==> src/rtl/div_pkg.sv <==
// Shared types and default sizes for the sequential restoring divider.
// The divider control FSM walks IDLE -> RUN -> CHECK -> DONE.
package div_pkg;

  localparam int DW_DEF = 8;
  localparam int VW_DEF = 4;
  localparam int CNT_W  = $clog2(DW_DEF);

  typedef enum logic [1:0] {
    IDLE  = 2'd0,
    RUN   = 2'd1,
    CHECK = 2'd2,
    DONE  = 2'd3
  } state_t;

endpackage

==> src/rtl/div_step_u.sv <==
// One combinational restoring-division step: shift a dividend bit into the
// partial remainder, and subtract the divisor when it fits.
module div_step_u #(
  parameter int VW = 4
) (
  input  logic [VW-1:0] rem,
  input  logic          bit_in,
  input  logic [VW-1:0] divisor,
  output logic [VW-1:0] rem_nxt,
  output logic          q_bit
);

  logic [VW:0] p;

  always_comb begin
    p       = {rem, bit_in};
    q_bit   = (p >= {1'b0, divisor});
    // rem < divisor on entry, so the difference always fits in VW bits
    rem_nxt = q_bit ? VW'(p - {1'b0, divisor}) : p[VW-1:0];
  end

endmodule

==> src/rtl/div8u4_seq.sv <==
// Sequential unsigned restoring divider, one quotient bit per cycle, with a
// q*d+r self-check that raises err when the result does not reconstruct.
module div8u4_seq
  import div_pkg::*;
#(
  parameter int DW = DW_DEF,
  parameter int VW = VW_DEF
) (
  input  logic          clk,
  input  logic          rst,
  input  logic          in_valid,
  output logic          in_ready,
  input  logic [DW-1:0] dividend,
  input  logic [VW-1:0] divisor,
  output logic          out_valid,
  input  logic          out_ready,
  output logic [DW-1:0] quotient,
  output logic [VW-1:0] remainder,
  output logic          div0,
  output logic          err
);

  localparam int CW = $clog2(DW);
  localparam int PW = DW + VW;

  state_t          state, state_nxt;
  logic [CW-1:0]   cnt;
  logic [VW-1:0]   rem_r;
  logic [DW-1:0]   qsh;
  logic [DW-1:0]   dvd_r;
  logic [VW-1:0]   div_r;
  logic [VW-1:0]   rem_nxt;
  logic            q_bit;
  logic            accept;
  logic            mismatch;

  // qsh shifts dividend bits out of the top while quotient bits enter at the bottom
  div_step_u #(.VW(VW)) u_step (
    .rem     (rem_r),
    .bit_in  (qsh[DW-1]),
    .divisor (div_r),
    .rem_nxt (rem_nxt),
    .q_bit   (q_bit)
  );

  assign accept    = in_valid & in_ready;
  assign out_valid = (state == DONE);
  assign mismatch  = ((PW'(qsh) * PW'(div_r)) + PW'(rem_r)) != PW'(dvd_r);

  always_ff @(posedge clk) begin
    if (rst) state <= IDLE;
    else     state <= state_nxt;
  end

  always_comb begin
    state_nxt = state;
    in_ready  = 1'b0;
    case (state)
      IDLE: begin
        in_ready = 1'b1;
        if (in_valid) state_nxt = (divisor == '0) ? DONE : RUN;
      end
      RUN:   if (cnt == '0) state_nxt = CHECK;
      CHECK: state_nxt = DONE;
      DONE:  if (out_ready) state_nxt = IDLE;
      default: state_nxt = IDLE;
    endcase
  end

  always_ff @(posedge clk) begin
    if (rst) begin
      cnt       <= '0;
      rem_r     <= '0;
      qsh       <= '0;
      dvd_r     <= '0;
      div_r     <= '0;
      quotient  <= '0;
      remainder <= '0;
      div0      <= 1'b0;
      err       <= 1'b0;
    end else begin
      case (state)
        IDLE: begin
          if (accept) begin
            dvd_r <= dividend;
            div_r <= divisor;
            if (divisor == '0) begin
              quotient  <= '1;
              remainder <= dividend[VW-1:0];
              div0      <= 1'b1;
              err       <= 1'b0;
            end else begin
              rem_r <= '0;
              qsh   <= dividend;
              cnt   <= CW'(DW - 1);
            end
          end
        end
        RUN: begin
          rem_r <= rem_nxt;
          qsh   <= {qsh[DW-2:0], q_bit};
          cnt   <= cnt - 1'b1;
        end
        CHECK: begin
          quotient  <= qsh;
          remainder <= rem_r;
          div0      <= 1'b0;
          err       <= mismatch;
        end
        default: ;
      endcase
    end
  end

endmodule

==> config.mk <==
export PLATFORM = sky130hd
export DESIGN_NAME = div8u4_seq
export DESIGN_NICKNAME = d
export VERILOG_FILES = /design/src/rtl/div_pkg.sv /design/src/rtl/div_step_u.sv /design/src/rtl/div8u4_seq.sv
export SDC_FILE = /design/constraint.sdc
export NUM_CORES = 1
export LEC_CHECK = 0
export CAP_MARGIN = 20
export CORE_ASPECT_RATIO = 0.75
export CORE_MARGIN = 1
export CORE_UTILIZATION = 52
export DETAILED_ROUTE_END_ITERATION = 8
export HOLD_SLACK_MARGIN = 0.12
export PLACE_DENSITY = 0.84
export SYNTH_ARGS = -nofsm -noshare
export SYNTH_HDL_FRONTEND = slang
export SYNTH_SLANG_ARGS = --single-unit
==> constraint.sdc <==
create_clock -name clk -period 3.8 [get_ports clk]
set_input_delay 0.76 -clock clk [delete_from_list [all_inputs] [get_ports clk]]
set_output_delay 0.76 -clock clk [all_outputs]
set_load 0.02 [all_outputs]
# ---- Word level (Yosys, flattened, before mapping)
# Index checks and enable logic that the tools add are counted.
dict set report op_classes {
  shift 0
  n_reduce_logical 9
  magnitude_cmp 1
  n_bitwise 1
  multipliers 1
  n_eq_ne 10
  mux 28
  n_addsub 3
  n_div 0
}
# cell n
set op_table {}
lappend op_table {{8-bit two-way mux} 4}
lappend op_table {{8-bit one-hot mux with 2 select lines} 2}
lappend op_table {{4-bit two-way mux} 5}
lappend op_table {{4-bit one-hot mux with 2 select lines} 2}
lappend op_table {{12-bit by 4-bit adder with 12-bit output} 1}
lappend op_table {{8-bit by 4-bit multiplier with 12-bit output} 1}
lappend op_table {{12-bit by 8-bit inequality test with 1-bit output} 1}
lappend op_table {{2-bit inequality test, second input constant} 5}
lappend op_table {{3-bit AND reduction} 3}
lappend op_table {{2-bit two-way mux} 4}
lappend op_table {{2-bit one-hot mux with 4 select lines} 1}
lappend op_table {{3-bit two-way mux} 2}
lappend op_table {{3-bit one-hot mux with 2 select lines} 1}
lappend op_table {{5-bit by 4-bit >= comparator with 1-bit output} 1}
lappend op_table {{1-bit two-way mux} 5}
lappend op_table {{2-bit equality test, second input constant} 2}
lappend op_table {{4-bit zero test} 1}
lappend op_table {{1-bit one-hot mux with 2 select lines} 2}
lappend op_table {{2-bit nonzero test} 2}
lappend op_table {{4-bit subtractor} 1}
lappend op_table {{3-bit zero test} 1}
lappend op_table {{3-bit by 1-bit subtractor with 3-bit output, second input constant} 1}
lappend op_table {{2-bit by 1-bit equality test with 1-bit output, second input constant} 1}
lappend op_table {{2-bit zero test} 1}
lappend op_table {{other kinds (3)} 3}
dict set report word_totals {
  elab_cells 63
  ram_bits 0
  mem_bits_ro 0
  n_memories 0
  output_inout_bits 16
  latchBits 0
  input_bits 16
  register_bits 43
}

# ---- Depth between registers and ports, before layout
dict set report depth {
  ltp_word 5
  mapped_depth 15
  depth_no_buf 14
}

# ---- Modules after synthesis
# From an unflattened synthesis, not the netlist that was laid out.
dict set report unflattened {
  cells_unflattened 394
  area_unflattened_um2 3305.7
}
# mod cells_each seq_area_each_um2 area_each_um2 instances
set modules_own_cells {}
lappend modules_own_cells {div8u4_seq 366 860.8 3081.7 1}
lappend modules_own_cells {div_step_u 28 0.0 224.0 1}

# ---- Worst setup path after synthesis
# No wires, ideal clock.
dict set report synth_timing {
  path_type {flip-flop to flip-flop}
  startpoint {reg div_r[3]}
  endpoint {reg err}
  t_required_ns 3.672
  t_arrival_ns 4.015
  synth_period_minus_slack_ns 4.143
  n_path_buf 1
  setup_ns 0.128
  stages_incl_launch_ff 14
  setup_slack_ns -0.343
  cell_sequence {dfxtp_1 -> clkbuf_1 -> nand2_1 -> fa_1 -> fa_1 -> inv_1 -> fa_1 -> ha_1 -> xnor3_1 -> or4_1 -> nor4_1 -> o2111ai_1 -> a2111oi_2 -> a31oi_1}
}
dict set report synth_via {
  elab_chain_len 4
}
# element line
set synth_lines {}
lappend synth_lines {{start, declared} div8u4_seq.sv:31} ;# logic [VW-1:0] div_r;
lappend synth_lines {{start signal, assigned} div8u4_seq.sv:86} ;# div_r <= divisor;
lappend synth_lines {{8-bit by 4-bit multiplier with 12-bit output} div8u4_seq.sv:48} ;# assign mismatch = ((PW'(qsh) * PW'(div_r)) + PW'(rem_r)) != PW'(dvd_r);
lappend synth_lines {{12-bit by 4-bit adder with 12-bit output} div8u4_seq.sv:48}
lappend synth_lines {{12-bit by 8-bit inequality test with 1-bit output} div8u4_seq.sv:48}
lappend synth_lines {{1-bit one-hot mux with 2 select lines} div8u4_seq.sv:82} ;# case (state)
lappend synth_lines {{end signal, assigned} div8u4_seq.sv:108} ;# err <= mismatch;
lappend synth_lines {{end, declared} div8u4_seq.sv:20} ;# output logic err
# No other way between the ends.
# A chain may end at the register's enable or synchronous reset.

# ---- Final worst setup path
dict set report layout_timing {
  startpoint {reg qsh[0]}
  endpoint {reg err}
}
dict set report layout_via {
  elab_chain_len 4
}
# element line
set layout_lines {}
lappend layout_lines {{start, declared} div8u4_seq.sv:29} ;# logic [DW-1:0] qsh;
lappend layout_lines {{start signal, assigned} div8u4_seq.sv:94} ;# qsh <= dividend;
lappend layout_lines {{start signal, assigned} div8u4_seq.sv:101} ;# qsh <= {qsh[DW-2:0], q_bit};
lappend layout_lines {{8-bit by 4-bit multiplier with 12-bit output} div8u4_seq.sv:48}
lappend layout_lines {{12-bit by 4-bit adder with 12-bit output} div8u4_seq.sv:48}
lappend layout_lines {{12-bit by 8-bit inequality test with 1-bit output} div8u4_seq.sv:48}
lappend layout_lines {{1-bit one-hot mux with 2 select lines} div8u4_seq.sv:82}
# No other way between the ends.

==> impl_metrics.toml <==
[status]
status = "finished clean"

[place]
detailed_place.area_sq_um = 3660
io_buffers = 31
post_place_setup_slack_ns = -0.108
number_of_cells_after_detailed_placement = 491
post-dp-hpwl_um = 6610
routabilityCongestion = 0.922

[worst_setup_path]
worst-setup-path-type = "reg -> reg"
r2r_end = "err"
crit_chain = "nand2_2 -> fa_1 -> fa_1 -> inv_1 -> fa_1 -> ha_4 -> xnor3_1 -> or4_4 -> nor4_2 -> o2111ai_1 -> a2111oi_2 -> a31oi_1"
ff2ff_setup_slack_ns = 0.12
crit_path_end_kind = "flip-flop"
critical-path-slowest-cell = "fa_1"
required_ns = 3.99
crit_path_max_fanout = 4
critical_path_startpoint_category = "flip-flop"
worstPathArrival_ns = 3.87
cell_depth_of_the_worst_setup_path = 12
worst-path-buf-inv = 1
cpPeakStageDelay_ns = 0.49
path_delay_family = "adder cells"
r2r_cells = 12
worst_r2r_startpoint = "qsh[0]"
critPathMostFrequentCell = "fa_1"

[clock_network]
cts-root-buf = "clkbuf_8"
postCtsHoldBufs = 0
clock_pin_slew_reported_for_the_worst_setup_and_hold_paths_after_clock_tree_synthesis_ns = 0.09
clk_path_buf_depth = 2
cts_max_level = 2
tritoncts = "built"
numClockSinks = 43
clk_latency_ns = 0.31
cts_made_buffers = 5

[synth]
synth_edf_count = 0
yosys_warnings = 0
netlist-cell-type-count = 42
share_of_the_synthesized_area_in_the_top_cell_type_pct = 27.0
per_instance_average_area_after_synthesis_sq_um = 8.29
total_of_flip_flops_plus_latches_after_synthesis = 43
yosys.cell_count.top_type = "nand2_1"
syn-instance-count = 385
postSynthNetCount = 452
synth_area_leader_cell = "dfxtp_1"
synth-async-reset-ratio_pct = 0
synth_sequential_area_ratio_pct = 27.0
dominantRegCellSynth = "dfxtp_1"
mappedNetlistArea_sq_um = 3190
synth.top_cells.by_area = "dfxtp_1 (27%), ha_1 (14%), fa_1 (10%)"
synth.top_cells.by_count = "nand2_1 (57), inv_1 (48), dfxtp_1 (43)"

[sta]
worst_pin_slew_ns = 0.706
timing.final.max_slew_violations = 0
whs_ns = 0.478
max_slew_margin_pct = 52.9
rsz0062_at_grt = "yes"
hold_violations = 0
fin_ws_ns = 0.123
min_period_over_period_pct = 96.8
clock_skew_ns = 0.00716
fin_crit_ns = 3.68
clock.fmax_mhz = 272
timing.final.setup_violations = 0

[cells_and_area]
filler_cell_count = 510
finish.instance_area_sq_um = 3760
fin_cells = 499
seqCellArea_sq_um = 867
design.final.nets = 487
multi_input_comb_area_sq_um = 2120
flow.area_growth_from_synthesis_pct = 17.8
num_antenna_cells = 0
drive_gt1_share_pct = 8.55

[power]
ir_drop_uv = 507
power_per_cell_area_nw_per_um2 = 574
p_leak_nw = 1.61

[worst_hold_path]
holdPathStages = 2
hold_path.class = "reg -> reg"
hold_path.startpoint = "dvd_r[1]"
min_to = "dvd_r[1]"

[floorplan]
core_area_sq_um = 5860
die_extent_in_x_um = 92.5
fp.dieArea_sq_um = 6460
starting_density_pct = 54.5
rows = 24
io_pins = 32
die_height_um = 69.9

[routing]
routed_via_density = 5.91
drc = 0
drt-pass1-iter-count = 7
first_iteration_detailed_routing_drc_count = 238
drt-wirelength-per-cell_um = 17.2
detail_route.wirelength_um = 8570
ant_nets = 0
via_count = 2950

[global_route]
grt_remaining_overflow = 0
grt_pass1_wl_um = 14200
grt_start_max_net_pins = 26
via_count_of_the_first_global_routing_pass = 2872
number_of_antenna_violations_at_the_first_check_in_global_routing = 0
track_usage_pct = 28.8

[job]
drv_cap = 0
[metrics by stage]
step	power, mW	TNS [ns]	util (%)
2_1_floorplan	1.46	0	-
3_3_place_gp	1.78	0	62.5
3_5_place_dp	1.83	-0.108	62.5
4_1_cts	2.13	0	64.0
5_1_grt	2.32	-0.0896	64.2
6_report	2.16	0	64.2
[final cells by class]
cell class | count | share of cell area, %
multi-input combinational | 277 | 56.3
sequential | 43 | 23.1
timing repair buffer | 45 | 11.0
inverter | 48 | 4.79
tap | 78 | 2.59
clock buffer | 6 | 1.93
clock inverter | 2 | 0.333
[cells in the final DEF, fill, tap and decap left out, types with 2 or more instances in the layout]
cell type / instances
clkbuf_8: 5
inv_1: 48
a211oi_1: 11
and2_1: 3
o32ai_1: 7
and3_1: 2
o21a_1: 2
nand2_2: 2
fa_1: 16
mux2i_1: 12
nor3_1: 6
dfxtp_2: 5
nor2_1: 38
o22ai_1: 3
nor2b_1: 3
nand4_1: 2
a31oi_1: 2
o2111ai_1: 3
xnor2_1: 8
nand2_1: 55
clkdlybuf4s50_1: 31
ha_1: 34
a21oi_1: 24
mux2_2: 3
buf_4: 14
a21o_1: 6
dfxtp_1: 38
o21ai_0: 5
a311oi_1: 10
or3_1: 2
[sequential cells by signal, summed over array words and instances, names as in the netlist]
| register | count |
|---|---|
| div0 | 1 |
| err | 1 |
| dvd_r | 8 |
| qsh | 8 |
| state | 2 |
| rem_r | 4 |
| remainder | 4 |
| cnt | 3 |
| div_r | 4 |
| quotient | 8 |
[layer usage]
| layer | up-vias | global-route usage [%] | routed length [um] |
|---|---|---|---|
| met5 | - | 5.00 | 0 |
| met4 | 0 | 6.60 | 107 |
| met3 | 14 | 5.34 | 803 |
| met2 | 142 | 44.1 | 3780 |
| met1 | 1408 | 41.4 | 3870 |
| li1 | 1386 | - | - |
[timing repair]
item / CTS / global route
pin swaps: 2 / 0
resized for setup: 1 / 6
endpoints found under the hold margin: 0 / 0
setup buffers: 0 / 0
setup endpoints to repair: 1 / 1
[worst min-delay path, stage by stage, from the launching register on]
cell and delay, ns:
dfxtp_1 0.33, nand2_1 0.06, a21oi_1 0.05
[how the worst max path moves through the flow]
stage | start | endpoint | slack (ns)
after floorplan | div_r[1] | err | 0.03
after detailed placement | qsh[0] | err | -0.11
after global placement | qsh[0] | err | 0.02
after CTS | qsh[1] | err | 0.01
after global routing | qsh[0] | err | -0.09
final | qsh[0] | err | 0.12
[cell families after synthesis]
| family | share of synthesized area [%] |
|---|---|
| fa+ha+maj | 23.7 |
| buf+inv | 7.64 |
| simple gates | 16.4 |
| flops | 27.0 |
| compound gates | 17.3 |
| xor+xnor | 3.17 |
| mux | 4.82 |
[report_power, final]
part           internal, mW  switching (mW)  total, mW
Combinational         0.503           0.679       1.18
Clock                 0.129           0.171      0.299
Sequential            0.569           0.111      0.680
Total                  1.20           0.961       2.16
Note: power is estimated with default switching activity, not from simulation.
